File: config.mk
export PLATFORM = sky130hd
export DESIGN_NAME = ebi_ccdl_regs
export DESIGN_NICKNAME = d
export VERILOG_FILES = /design/src/rtl/ebi_ccdl_regs.sv
export SDC_FILE = /design/constraint.sdc
export NUM_CORES = 1
export LEC_CHECK = 0
export CORE_MARGIN = 2
export CORE_UTILIZATION = 58
export CTS_BUF_LIST = sky130_fd_sc_hd__clkbuf_4
export DETAILED_ROUTE_END_ITERATION = 10
export HOLD_SLACK_MARGIN = 0.08
export PLACE_DENSITY = 0.85
export REMOVE_ABC_BUFFERS = 1
export SYNTH_ARGS = -nofsm -noshare
export SYNTH_HDL_FRONTEND = slang
export SYNTH_SLANG_ARGS = --single-unit
File: constraint.sdc
create_clock -name I_sys_clk -period 8.27 [get_ports I_sys_clk]
set_input_delay 1.654 -clock I_sys_clk [delete_from_list [all_inputs] [get_ports I_sys_clk]]
set_output_delay 1.654 -clock I_sys_clk [all_outputs]
set_load 0.02 [all_outputs]
File: src/rtl/ebi_ccdl_regs.sv
`default_nettype none
// ============================================================================
// Module   : ebi_ccdl_regs
// Brief    : EBI slave front-end for the CCDL block. It synchronises the EBI
//            strobes, holds the control registers and stages TX words.
// Revision : 1.0 - initial release
// ============================================================================
module ebi_ccdl_regs #(
    parameter logic [23:0] C_TX_ADDR      = 24'h0001E0,
    parameter logic [23:0] C_CTRL_BASE    = 24'h001100,
    parameter logic [23:0] C_RD_ADDR      = 24'h001110,
    parameter logic [23:0] C_RD_ADDR_self = 24'h001112,
    parameter logic [23:0] C_STAT_ADDR    = 24'h001114,
    parameter int          C_CLR_CYCLES   = 4
) (
    input  logic        I_sys_clk,
    input  logic        I_rst,
    input  logic        I_EBI_CS_n,
    input  logic        I_EBI_WE_n,
    input  logic        I_EBI_OE_n,
    input  logic [23:0] I_EBI_Addr,
    input  logic [15:0] I_EBI_Data_in,
    output logic [15:0] O_EBI_Data_out,
    output logic        O_EBI_Data_oe,
    output logic [15:0] O_CCDL_TX_data,
    output logic        O_CCDL_TX_wr,
    input  logic        I_txfifo_full,
    output logic [15:0] O_CCDL_TX_RAM_clear,
    output logic [15:0] O_CCDL_RX_RAM1_clear,
    output logic [15:0] O_CCDL_RX_RAM3_clear_self,
    output logic [15:0] O_CCDL_encode_en,
    output logic [15:0] O_CCDL_decode_en,
    output logic [15:0] O_CCDL_self_test_en,
    input  logic [15:0] I_CCDL_RX_DATA,
    input  logic [15:0] I_CCDL_RX_DATA_self,
    input  logic [15:0] I_CCDL_RAM_status,
    input  logic [15:0] I_CCDL_config_status,
    output logic        O_stage_overflow
);

    localparam int             CW       = $clog2(C_CLR_CYCLES + 1);
    localparam logic [CW-1:0]  CLR_LOAD = CW'(C_CLR_CYCLES);
    localparam logic [CW-1:0]  CLR_LAST = CW'(1);

    // bit0 = stage 1, bit1 = stage 2, bit2 = edge-detect stage
    logic [2:0]  r_cs_sync, r_we_sync, r_oe_sync;
    logic [23:0] r_addr_s1, r_addr_s2, r_addr_s3;
    logic [15:0] r_data_s1, r_data_s2, r_data_s3;
    logic [1:0]  r_flush;
    logic        r_armed;

    logic [15:0]   r_clr     [3];
    logic [CW-1:0] r_clr_cnt [3];
    logic [15:0]   r_en      [3];

    logic [15:0] r_q [4];
    logic [1:0]  r_wp, r_rp;
    logic [2:0]  r_cnt;
    logic [15:0] r_tx_data;
    logic        r_tx_wr;
    logic        r_ovf;
    logic [15:0] r_rd_data;

    logic        w_wr_commit, w_rd_commit;
    logic        w_in_ctrl;
    logic [23:0] w_ctrl_diff;
    logic [2:0]  w_ctrl_off;
    logic [6:0]  w_ctrl_wr;
    logic        w_push, w_q_full, w_push_ok, w_pop;
    logic [15:0] w_rd_mux;

    always_ff @(posedge I_sys_clk) begin
        if (I_rst) begin
            r_cs_sync <= 3'b111;
            r_we_sync <= 3'b111;
            r_oe_sync <= 3'b111;
            r_addr_s1 <= '0;
            r_addr_s2 <= '0;
            r_addr_s3 <= '0;
            r_data_s1 <= '0;
            r_data_s2 <= '0;
            r_data_s3 <= '0;
        end else begin
            r_cs_sync <= {r_cs_sync[1:0], I_EBI_CS_n};
            r_we_sync <= {r_we_sync[1:0], I_EBI_WE_n};
            r_oe_sync <= {r_oe_sync[1:0], I_EBI_OE_n};
            r_addr_s1 <= I_EBI_Addr;
            r_addr_s2 <= r_addr_s1;
            r_addr_s3 <= r_addr_s2;
            r_data_s1 <= I_EBI_Data_in;
            r_data_s2 <= r_data_s1;
            r_data_s3 <= r_data_s2;
        end
    end

    // Stage 2 holds its reset value for two cycles, so only arm once it
    // carries a real pin sample showing CS_n high.
    always_ff @(posedge I_sys_clk) begin
        if (I_rst) begin
            r_flush <= 2'd0;
            r_armed <= 1'b0;
        end else begin
            if (r_flush != 2'd2)
                r_flush <= r_flush + 2'd1;
            if (r_flush == 2'd2 && r_cs_sync[1])
                r_armed <= 1'b1;
        end
    end

    assign w_wr_commit = r_armed & ~r_cs_sync[2] & r_we_sync[1] & ~r_we_sync[2];
    assign w_rd_commit = r_armed & ~r_cs_sync[2] & ~r_oe_sync[1] & r_oe_sync[2];
    assign w_in_ctrl   = (r_addr_s3 >= C_CTRL_BASE) && (r_addr_s3 <= C_CTRL_BASE + 24'd6);
    assign w_ctrl_diff = r_addr_s3 - C_CTRL_BASE;
    assign w_ctrl_off  = w_ctrl_diff[2:0];

    always_comb begin
        w_ctrl_wr = '0;
        for (int i = 0; i < 7; i++)
            w_ctrl_wr[i] = w_wr_commit & w_in_ctrl & (w_ctrl_off == 3'(i));
    end

    always_ff @(posedge I_sys_clk) begin
        if (I_rst) begin
            for (int i = 0; i < 3; i++) begin
                r_clr[i]     <= '0;
                r_clr_cnt[i] <= '0;
                r_en[i]      <= '0;
            end
        end else begin
            for (int i = 0; i < 3; i++) begin
                if (w_ctrl_wr[i]) begin
                    r_clr[i]     <= r_data_s3;
                    r_clr_cnt[i] <= CLR_LOAD;
                end else if (r_clr_cnt[i] != '0) begin
                    r_clr_cnt[i] <= r_clr_cnt[i] - CLR_LAST;
                    if (r_clr_cnt[i] == CLR_LAST)
                        r_clr[i] <= '0;
                end
                if (w_ctrl_wr[i+3])
                    r_en[i] <= r_data_s3;
            end
        end
    end

    assign w_push    = w_wr_commit & (r_addr_s3 == C_TX_ADDR);
    assign w_q_full  = (r_cnt == 3'd4);
    assign w_push_ok = w_push & ~w_q_full;
    // Skipping the cycle after a write covers the one-cycle lag of full.
    assign w_pop     = (r_cnt != 3'd0) & ~I_txfifo_full & ~r_tx_wr;

    always_ff @(posedge I_sys_clk) begin
        if (I_rst) begin
            for (int i = 0; i < 4; i++)
                r_q[i] <= '0;
            r_wp      <= 2'd0;
            r_rp      <= 2'd0;
            r_cnt     <= 3'd0;
            r_tx_data <= '0;
            r_tx_wr   <= 1'b0;
            r_ovf     <= 1'b0;
        end else begin
            r_tx_wr <= w_pop;
            if (w_push_ok) begin
                r_q[r_wp] <= r_data_s3;
                r_wp      <= r_wp + 2'd1;
            end
            if (w_pop) begin
                r_tx_data <= r_q[r_rp];
                r_rp      <= r_rp + 2'd1;
            end
            case ({w_push_ok, w_pop})
                2'b10:   r_cnt <= r_cnt + 3'd1;
                2'b01:   r_cnt <= r_cnt - 3'd1;
                default: r_cnt <= r_cnt;
            endcase
            if (w_push && w_q_full)
                r_ovf <= 1'b1;
            else if (w_ctrl_wr[6])
                r_ovf <= 1'b0;
        end
    end

    always_comb begin
        w_rd_mux = '0;
        if (r_addr_s3 == C_RD_ADDR)
            w_rd_mux = I_CCDL_RX_DATA;
        else if (r_addr_s3 == C_RD_ADDR_self)
            w_rd_mux = I_CCDL_RX_DATA_self;
        else if (r_addr_s3 == C_STAT_ADDR)
            w_rd_mux = I_CCDL_RAM_status;
        else if (r_addr_s3 == C_STAT_ADDR + 24'd1)
            w_rd_mux = I_CCDL_config_status;
        else if (w_in_ctrl) begin
            case (w_ctrl_off)
                3'd0:    w_rd_mux = r_clr[0];
                3'd1:    w_rd_mux = r_clr[1];
                3'd2:    w_rd_mux = r_clr[2];
                3'd3:    w_rd_mux = r_en[0];
                3'd4:    w_rd_mux = r_en[1];
                3'd5:    w_rd_mux = r_en[2];
                default: w_rd_mux = '0;
            endcase
        end
    end

    always_ff @(posedge I_sys_clk) begin
        if (I_rst)
            r_rd_data <= '0;
        else if (w_rd_commit)
            r_rd_data <= w_rd_mux;
    end

    assign O_EBI_Data_out            = r_rd_data;
    assign O_EBI_Data_oe             = ~r_cs_sync[1] & ~r_oe_sync[1];
    assign O_CCDL_TX_data            = r_tx_data;
    assign O_CCDL_TX_wr              = r_tx_wr;
    assign O_CCDL_TX_RAM_clear       = r_clr[0];
    assign O_CCDL_RX_RAM1_clear      = r_clr[1];
    assign O_CCDL_RX_RAM3_clear_self = r_clr[2];
    assign O_CCDL_encode_en          = r_en[0];
    assign O_CCDL_decode_en          = r_en[1];
    assign O_CCDL_self_test_en       = r_en[2];
    assign O_stage_overflow          = r_ovf;

endmodule
`default_nettype wire

==> results.tsv <==
metric	value	unit
cap_violations	0	
worstPathArrival	4.40	ns
syn_avg_cell_area	11.8	um2
ys_async_sr_fraction	0	
die_w	155	um
grt_pass1_vias	9788	
tightest_slew	1.43	ns
cts-resized-gates	0	
cts_tree	yes	
finalHoldViolations	0	
maxSlewHeadroom	0.0450	
h-tree-depth	3	
reg2reg_depth	6	
path_class	in2reg	
max_stage_delay	0.63	ns
grt_max_degree	108	
syn2layout_area_growth	27.7	%
die_h	155	um
syn_area	0.0132	mm2
drt-pass1-iter-count	6	
initial_core_util	0.588	
cts.hold.buffers_added	0	
critPathCaptureType	register	
power.density	227	mW/mm2
dp_hpwl	21800	um
synth_top_area_frac	0.347	
first_iter_violations	1084	
root_buffer	clkbuf_4	
cp_cell_sequence	clkdlybuf4s50_1 > or3_1 > inv_2 > ha_1 > inv_1 > fa_1 > xor2_1 > or3_1 > a21oi_1	
crit_top_cell	or3_1	
yosysUniqueCellTypes	59	
rsz0062_at_grt	no	
clock_path_buffers	3	
ys_seq_area_frac	0.633	
worstHoldPathCells	1	
cp_max_fo	19	
synth_top_area_cell	edfxtp_1	
status	finished clean	
coreArea	0.0225	mm2
start_kind	primary input	
synth_top_flop_cell	dfxtp_1	
timing.final.crit_share	0.459	
cts_made_buffers	85	
fin_setup_tns	0	ns
antenna_found_initial	1	
num_rows	55	
track_usage	0.282	
drcViolationCount	0	
fin_skew	0.0697	ns
synth-edff-count	153	
synthTopCellsByArea	edfxtp_1 (35%), dfxtp_1 (29%), nor2b_1 (6.5%)	
ioPinCount	241	
grt_pass1_wl	52400	um
synth_common_cells	dfxtp_1 (189), edfxtp_1 (153), nor2b_1 (137)	
nNetsFinal	1508	
postCtsSetupBuffers	0	
place.gp.congestion	0.880	
vias	10100	
clk_latency	0.74	ns
setup_viol	0	
max_freq	263	MHz
hold_path.class	reg2reg	
ir_worst_vdd	0.149	mV
final_antenna_net_count	0	
cts.sinks	342	
yosys_warnings	0	
cp.required	8.87	ns
yosysMostFrequentCell	dfxtp_1	
min_period	3.80	ns
via_per_inst	5.82	
clkTransAtPathRegs	0.07	ns
hold_ws	0.403	ns
ys_ff_latch	342	
wl_per_cell	20.0	um
cp_slowest_cell	or3_1	
final_layout_size_suffix_gt1_frac	0.135	
portBuffers	240	
grt-ovfl-total	0	
maxSlewViolCount	0	
finalWirelength	34600	um
syn_inst	1125	
p_leak	6.18	nW
die-area	0.0241	mm2
[logic make-up after synthesis]
logic type | share of synthesized area
AO/OA/AOI/OAI | 0.118
XOR/XNOR | 0.00463
adder cells (fa/ha/maj) | 0.0119
buffers and inverters | 0.0333
flip-flops | 0.633
multiplexers | 0.0310
AND/OR/NAND/NOR | 0.169
[area by class of cell]
cell class,instances,area (um2)
sequential,342,8380
fill,1449,5590
multi-input combinational,675,4470
timing repair buffer,247,2460
clock buffer,128,961
tap,285,357
clock inverter,21,166
inverter,35,131
antenna,1,2.50
[registers in the layout (all words and copies together), names as in the netlist, 16 cells and up]
name and flops:
O_CCDL_TX_data 16, r_en 48, r_data_s1 16, r_data_s2 16, r_addr_s3 24, r_addr_s1 24, r_data_s3 16, r_q 64
r_addr_s2 24, O_EBI_Data_out 16, r_clr 48
[report_power, final]
part	switching [mW]	internal (mW)	total [mW]
registers	0.0585	1.88	1.93
clock network	0.674	0.798	1.47
logic	0.251	0.186	0.436
[stage by stage]
step	util	power [mW]	instances	instance area (um2)	setup WS (ns)
2_1_floorplan	-	2.17	1052	12900	4.54
3_3_place_gp	0.702	2.38	1584	15800	3.92
3_5_place_dp	0.702	2.39	1584	15800	3.80
4_1_cts	0.752	3.86	1733	16900	4.53
5_1_grt	0.752	3.98	1734	16900	4.41
6_report	0.752	3.84	1734	16900	4.47
[critical path: cells and delay by family]
kind | cells | cell delay (ns)
AND/OR/NAND/NOR | 2 | 0.95
adder cells (fa/ha/maj) | 2 | 0.64
buffers and inverters | 3 | 0.83
XOR/XNOR | 1 | 0.17
AO/OA/AOI/OAI | 1 | 0.15
[worst paths after layout]
path / startpoint / endpoint / slack, ns
worst max-delay path: I_txfifo_full / r_cnt[2]$_SDFFE_PP0P_ / 4.47
worst min-delay path: r_we_sync[0]$_SDFF_PP1_ / r_we_sync[1]$_SDFF_PP1_ / 0.40
worst max register to register: r_addr_s3[17]$_SDFF_PP0_ / r_clr[0][7]$_SDFFCE_PP0P_ / 4.78
worst min register to register: r_we_sync[0]$_SDFF_PP1_ / r_we_sync[1]$_SDFF_PP1_ / 0.40
[layer usage]
layer / track usage / up-vias / part of all wire
met2: 0.475 / 665 / 0.49
met5: 0 / - / 0
met4: 0.145 / 0 / 0.037
li1: - / 4576 / -
met3: 0.0641 / 99 / 0.10
met1: 0.342 / 4754 / 0.37
[placed cells by master, fill, tap and decap left out, types with 49 or more instances in the layout]
cell / count
clkdlybuf4s50_1: 239
dfxtp_1: 189
edfxtp_1: 153
nor2b_1: 137
clkbuf_4: 128
nor2_1: 77
a22oi_1: 74
nand2_1: 71
a21oi_1: 63
o21ai_0: 49
No activity file was read; power rests on OpenSTA's default activity.
